[src/rtl/seven_seg_scan_driver.sv]
// Time-multiplexed N-digit 7-segment driver: prescaled digit scan with an anode-off
// guard cycle, per-digit blank/dp, and frame-synchronous (tear-free) value update.
module seven_seg_scan_driver #(
  parameter int unsigned DIGITS     = 4,
  parameter int unsigned DIV        = 50000,
  parameter bit          ACTIVE_LOW = 1'b1,
  localparam int unsigned IW        = (DIGITS > 1) ? $clog2(DIGITS) : 1,
  localparam int unsigned CW        = $clog2(DIV)
) (
  input  logic              clk,
  input  logic              rst,
  input  logic [4*DIGITS-1:0] value,
  input  logic              load,
  input  logic [DIGITS-1:0] blank,
  input  logic [DIGITS-1:0] dp,
  input  logic              en,
  output logic [6:0]        seg,
  output logic              dp_out,
  output logic [DIGITS-1:0] an,
  output logic [IW-1:0]     digit_idx,
  output logic              frame_done
);

  function automatic logic [6:0] decode(input logic [3:0] n);
    case (n)
      4'h0: decode = 7'h7E;
      4'h1: decode = 7'h30;
      4'h2: decode = 7'h6D;
      4'h3: decode = 7'h79;
      4'h4: decode = 7'h33;
      4'h5: decode = 7'h5B;
      4'h6: decode = 7'h5F;
      4'h7: decode = 7'h70;
      4'h8: decode = 7'h7F;
      4'h9: decode = 7'h7B;
      4'hA: decode = 7'h77;
      4'hB: decode = 7'h1F;
      4'hC: decode = 7'h4E;
      4'hD: decode = 7'h3D;
      4'hE: decode = 7'h4F;
      default: decode = 7'h47;
    endcase
  endfunction

  logic [CW-1:0]       cnt_q, cnt_d;
  logic [IW-1:0]       idx_q, idx_d;
  logic                guard_q, guard_d;
  logic                frame_done_q, frame_done_d;
  logic [4*DIGITS-1:0] shadow_q, shadow_d;
  logic [4*DIGITS-1:0] pending_q, pending_d;
  logic                pend_v_q, pend_v_d;
  logic [6:0]          seg_q, seg_d;
  logic                dp_q, dp_d;
  logic [DIGITS-1:0]   an_q, an_d;

  logic              adv, last, wrap, active, blk, dpr;
  logic [3:0]        nib;
  logic [DIGITS-1:0] onehot;

  always_ff @(posedge clk) begin
    if (rst) begin
      cnt_q        <= '0;
      idx_q        <= '0;
      guard_q      <= 1'b0;
      frame_done_q <= 1'b0;
      shadow_q     <= '0;
      pending_q    <= '0;
      pend_v_q     <= 1'b0;
      seg_q        <= {7{ACTIVE_LOW}};
      dp_q         <= ACTIVE_LOW;
      an_q         <= {DIGITS{ACTIVE_LOW}};
    end else begin
      cnt_q        <= cnt_d;
      idx_q        <= idx_d;
      guard_q      <= guard_d;
      frame_done_q <= frame_done_d;
      shadow_q     <= shadow_d;
      pending_q    <= pending_d;
      pend_v_q     <= pend_v_d;
      seg_q        <= seg_d;
      dp_q         <= dp_d;
      an_q         <= an_d;
    end
  end

  // Prescaler, digit advance and frame-synchronous buffer swap
  always_comb begin
    adv          = en && (cnt_q == CW'(DIV - 1));
    last         = (idx_q == IW'(DIGITS - 1));
    wrap         = adv && last;
    cnt_d        = cnt_q;
    idx_d        = idx_q;
    shadow_d     = shadow_q;
    pending_d    = pending_q;
    pend_v_d     = pend_v_q;
    guard_d      = adv;
    frame_done_d = wrap;
    if (en) begin
      if (adv) begin
        cnt_d = '0;
        idx_d = last ? '0 : idx_q + IW'(1);
      end else begin
        cnt_d = cnt_q + CW'(1);
      end
    end
    if (wrap && load) begin
      shadow_d = value;
      pend_v_d = 1'b0;
    end else if (wrap && pend_v_q) begin
      shadow_d = pending_q;
      pend_v_d = 1'b0;
    end else if (load) begin
      pending_d = value;
      pend_v_d  = 1'b1;
    end
  end

  // Output stage: select current digit, apply blanking, then pin polarity
  always_comb begin
    nib    = 4'h0;
    blk    = 1'b0;
    dpr    = 1'b0;
    onehot = '0;
    for (int unsigned i = 0; i < DIGITS; i++) begin
      if (idx_q == IW'(i)) begin
        nib       = shadow_q[4*i +: 4];
        blk       = blank[i];
        dpr       = dp[i];
        onehot[i] = 1'b1;
      end
    end
    active = en && !guard_q;
    an_d   = (active ? onehot : '0) ^ {DIGITS{ACTIVE_LOW}};
    seg_d  = ((active && !blk) ? decode(nib) : 7'h00) ^ {7{ACTIVE_LOW}};
    dp_d   = (dpr && !blk && active) ^ ACTIVE_LOW;
  end

  assign seg        = seg_q;
  assign dp_out     = dp_q;
  assign an         = an_q;
  assign digit_idx  = idx_q;
  assign frame_done = frame_done_q;

endmodule
[config.mk]
export PLATFORM = sky130hd
export DESIGN_NAME = seven_seg_scan_driver
export DESIGN_NICKNAME = d
export VERILOG_FILES = /design/src/rtl/seven_seg_scan_driver.sv
export SDC_FILE = /design/constraint.sdc
export NUM_CORES = 1
export LEC_CHECK = 0
export BUFFER_PORTS_ARGS = -buffer_cell sky130_fd_sc_hd__buf_2
export CORE_ASPECT_RATIO = 2
export CORE_MARGIN = 2
export CORE_UTILIZATION = 59
export CTS_BUF_LIST = sky130_fd_sc_hd__clkbuf_2
export DETAILED_ROUTE_END_ITERATION = 10
export PLACE_DENSITY = 0.82
export SLEW_MARGIN = 5
export SYNTH_ARGS = -nofsm -noshare
export SYNTH_HDL_FRONTEND = slang
export SYNTH_SLANG_ARGS = --single-unit
[constraint.sdc]
create_clock -name clk -period 2.6 [get_ports clk]
set_clock_uncertainty 0.1 [all_clocks]
set_input_delay 0 -clock clk [delete_from_list [all_inputs] [get_ports clk]]
set_output_delay 0 -clock clk [all_outputs]
set_load 0.05 [all_outputs]
==> results.md <==
- Maximum VDD drop: 450 uV
- PD cells: approximately 450 nW/um^2
- Hold Path End: pending_q[10]$_SDFFE_PP0P_
- Sum Neg Setup Slack: 0 ns
- Synth async-reset ratio: 0
- Cell area after synthesis: 3040 um^2
- GPL Wtd Cong: about 0.88
- Tmin final: 2.45 ns
- Row cnt: 37
- #FFs+latches synth: 65
- Net Sw Power: 447 uW
- # port buffers: 42
- CTS root buf: clkbuf_2
- DR vias: approximately 2,700
- CTS buffer count: 9
- Worst Path Required: 2.92 ns
- Mapped Cells: 340
- Non-Filler Instances: 473
- Core ar.: 5050 um^2
- Clock Pin Slew Worst Setup and Hold Paths: 0.18 ns
- Initial antenna violation count: 0
- CP startpoint kind: register
- Clock power share: 0.276
- Setup CP Type: register to register
- CP arrival: 2.77 ns
- All-Layer GR Usage: 0.265
- Worst R2R Start: cnt_q[1]$_SDFFE_PP0P_
- Hold Fails Final Rpt: 0
- Ratio of final minimum period to clock period: 0.941
- Iteration-0 DRC Markers: 68
- R2R Path End: pending_q[2]$_SDFFE_PP0P_
- Chip height: ~110 um
- Pin count of the biggest net entering global routing: 42
- Main synth FF type: dfxtp_1
- Overflow after GRT: 0
- P_int: about 1200 uW
- RSZ-0062 raised after global routing: no
- Slew Limit Fails: 0
- Min setup slack post-route: 0.154 ns
- Detail Route Antenna Nets: 0
- Antenna diodes: 0
- Hold-critical path depth: 4
- Synth area leaders: dfxtp_1, mux2i_1, nor2_1
- Clock Sinks: 65
- Synth warn: 0
- # IOs: between 40 and 50
- Most instantiated cells after synthesis: dfxtp_1, nor2_1, nand2_1, mux2i_1, a22oi_1
- Min-Delay Startpoint: value[10]
- Worst slack at placement: around 0.22 ns
- Sequential cell area fraction in the yosys report: 0.428
- Mapped Nets: 379
- FMAX: 409 MHz
- EDFF count, synth: 0
- Clock latency on the worst-skew pair: 0.51 ns
- DR pass1 iterations: 5
- Netlist cell types: 44
- Max_cap viols: 0
- Share of cells above drive strength 1: 0.193
- Status: completed
- Routed WL per cell: 14.5 um
- Relative slew slack: 0.517
- Area Overhead vs Synth: 20.7%
- Tightest Pin Transition: a little over 0.7 ns
- Top cell type's share of synthesized area: 0.428
- Synthesized area per cell: approximately 9 um^2
- Critical Path Fanout Max: 16
- First-pass GRT wire length: 11,400 um
- Placed cells: approximately 430
- Logic pwr share: 0.103
- Switching Share: 0.269
- Sequential power share: 0.621
- Final setup fails: 0
- Reg2reg setup slack: 0.15 ns
- Vias per cell: roughly 5.8
- H-tree depth: 3
- Vias in the first global route: 2,575
- Die Area: 5780 um^2
- Initial core utilization: 0.602
- Class of the worst hold path: input pin to register
- Pleak: 0.00150 uW
- Register-to-Register Path Depth: 8
- Cell with the most instances after synthesis: dfxtp_1
- Yosys top cell by area: dfxtp_1
- Post-DP HPWL: 4650 um
- Chip Width: 54.8 um
- Nets@finish: 449
- CTS tree: built
- Crit path capture type: register
- CTS max path bufs: 2
- Residual DRC: 0
- Wirelength, routed: 6860 um
[registers in the layout, summed over array words and instances, names as in the netlist]
register and flops:
cnt_q 16, seg 7, digit_idx 2, pending_q 16, shadow_q 16, pend_v_q 1, dp_out 1, an 4
guard_q 1, frame_done 1
[worst max-delay path by stage]
stage	startpoint	end	slack [ns]	cells after the start
2_1_floorplan	digit_idx[1]$_SDFFE_PP0P_	seg[3]$_SDFF_PP1_	0.13	10
3_3_place_gp	digit_idx[0]$_SDFFE_PP0P_	seg[3]$_SDFF_PP1_	0.33	9
4_1_cts	cnt_q[0]$_SDFFE_PP0P_	pending_q[1]$_SDFFE_PP0P_	0.01	8
3_5_place_dp	digit_idx[0]$_SDFFE_PP0P_	seg[3]$_SDFF_PP1_	0.22	8
6_report	cnt_q[1]$_SDFFE_PP0P_	pending_q[2]$_SDFFE_PP0P_	0.15	8
5_1_grt	cnt_q[1]$_SDFFE_PP0P_	pending_q[2]$_SDFFE_PP0P_	0.008	8
[placed cells by master, fill, tap and decap left out, types with 2 or more instances in the layout]
cell type and instances:
inv_1 5, clkinv_1 4, a21oi_1 11, clkinv_2 2
and3_1 3, o2bb2ai_1 2, dfxtp_2 3, or3_2 2
and4bb_2 2, o221ai_1 4, buf_4 8, buf_2 42
a311o_1 2, clkbuf_2 10, nor3b_1 3, dfxtp_1 62
mux2i_1 21, nor2b_1 3, nand2b_1 4, dlygate4sd3_1 27
xor2_1 10, a22oi_1 16, nand2_1 44, nor3_1 2
ha_1 10, a31oi_1 3, nand4_1 6, and4_1 2
a22o_1 8, nand3b_1 5, nor2_1 52, o21ai_0 15
a311oi_1 2, nand3_1 4
[kinds of logic (layout without fill, tap and decap cells)]
family	after synthesis	in the layout	synth area share
simple gates	141	141	0.236
compound gates	67	67	0.153
flops	65	65	0.428
buf+inv	24	99	0.0362
mux	21	21	0.0692
fa+ha+maj	11	11	0.0453
xor+xnor	11	11	0.0317
[layer usage]
| layer | vias up | part of all wire | GRT usage |
|---|---|---|---|
| met2 | 90 | 0.52 | 0.429 |
| met1 | 1279 | 0.41 | 0.308 |
| li1 | 1341 | - | - |
| met4 | 0 | 0.022 | 0.116 |
| met5 | - | 0 | 0 |
| met3 | 14 | 0.048 | 0.0779 |
[final cells by class]
cell class / count / area (um^2)
flip-flops and latches: 65 / 1310
clock inverters: 6 / 25.0
multi-input cells: 251 / 1640
well taps: 58 / 72.6
repair buffers: 78 / 561
clock buffers: 10 / 50.0
inverters: 5 / 18.8
fillers: 373 / 1380
[critical path, stage by stage (launching register included)]
cell and delay, ns:
dfxtp_1 0.39, ha_1 0.23, nand4_1 0.17, nand4b_4 0.26, o21ai_4 0.18, buf_12 0.18, mux2i_1 0.19, nor2_1 0.06
dlygate4sd3_1 0.60
[what timing repair did]
action,4_1_cts,5_1_grt
setup endpoints to repair,0,4
endpoints found under the hold margin,57,0
hold buffers,27,0
resized for setup,0,6
buffers inserted,0,2
[power groups by stage]
stage,registers (uW),clock network [uW],logic [uW]
floorplan,1070,0,79.8
global placement,1050,0,130
detailed placement,1050,0,134
CTS,1030,478,166
global route,1040,524,189
finish,1030,460,171
[stage by stage]
stage | utilization | power (uW) | area, um^2 | hold slack [ns]
6_report | 0.727 | 1670 | 3670 | 0.169
5_1_grt | 0.727 | 1750 | 3670 | 0.146
4_1_cts | 0.720 | 1680 | 3630 | 0.122
3_5_place_dp | 0.651 | 1190 | 3290 | 0.160
3_3_place_gp | 0.651 | 1180 | 3290 | 0.148
2_1_floorplan | - | 1150 | 3040 | 0.0215
Power figures use the tool's default switching activity.
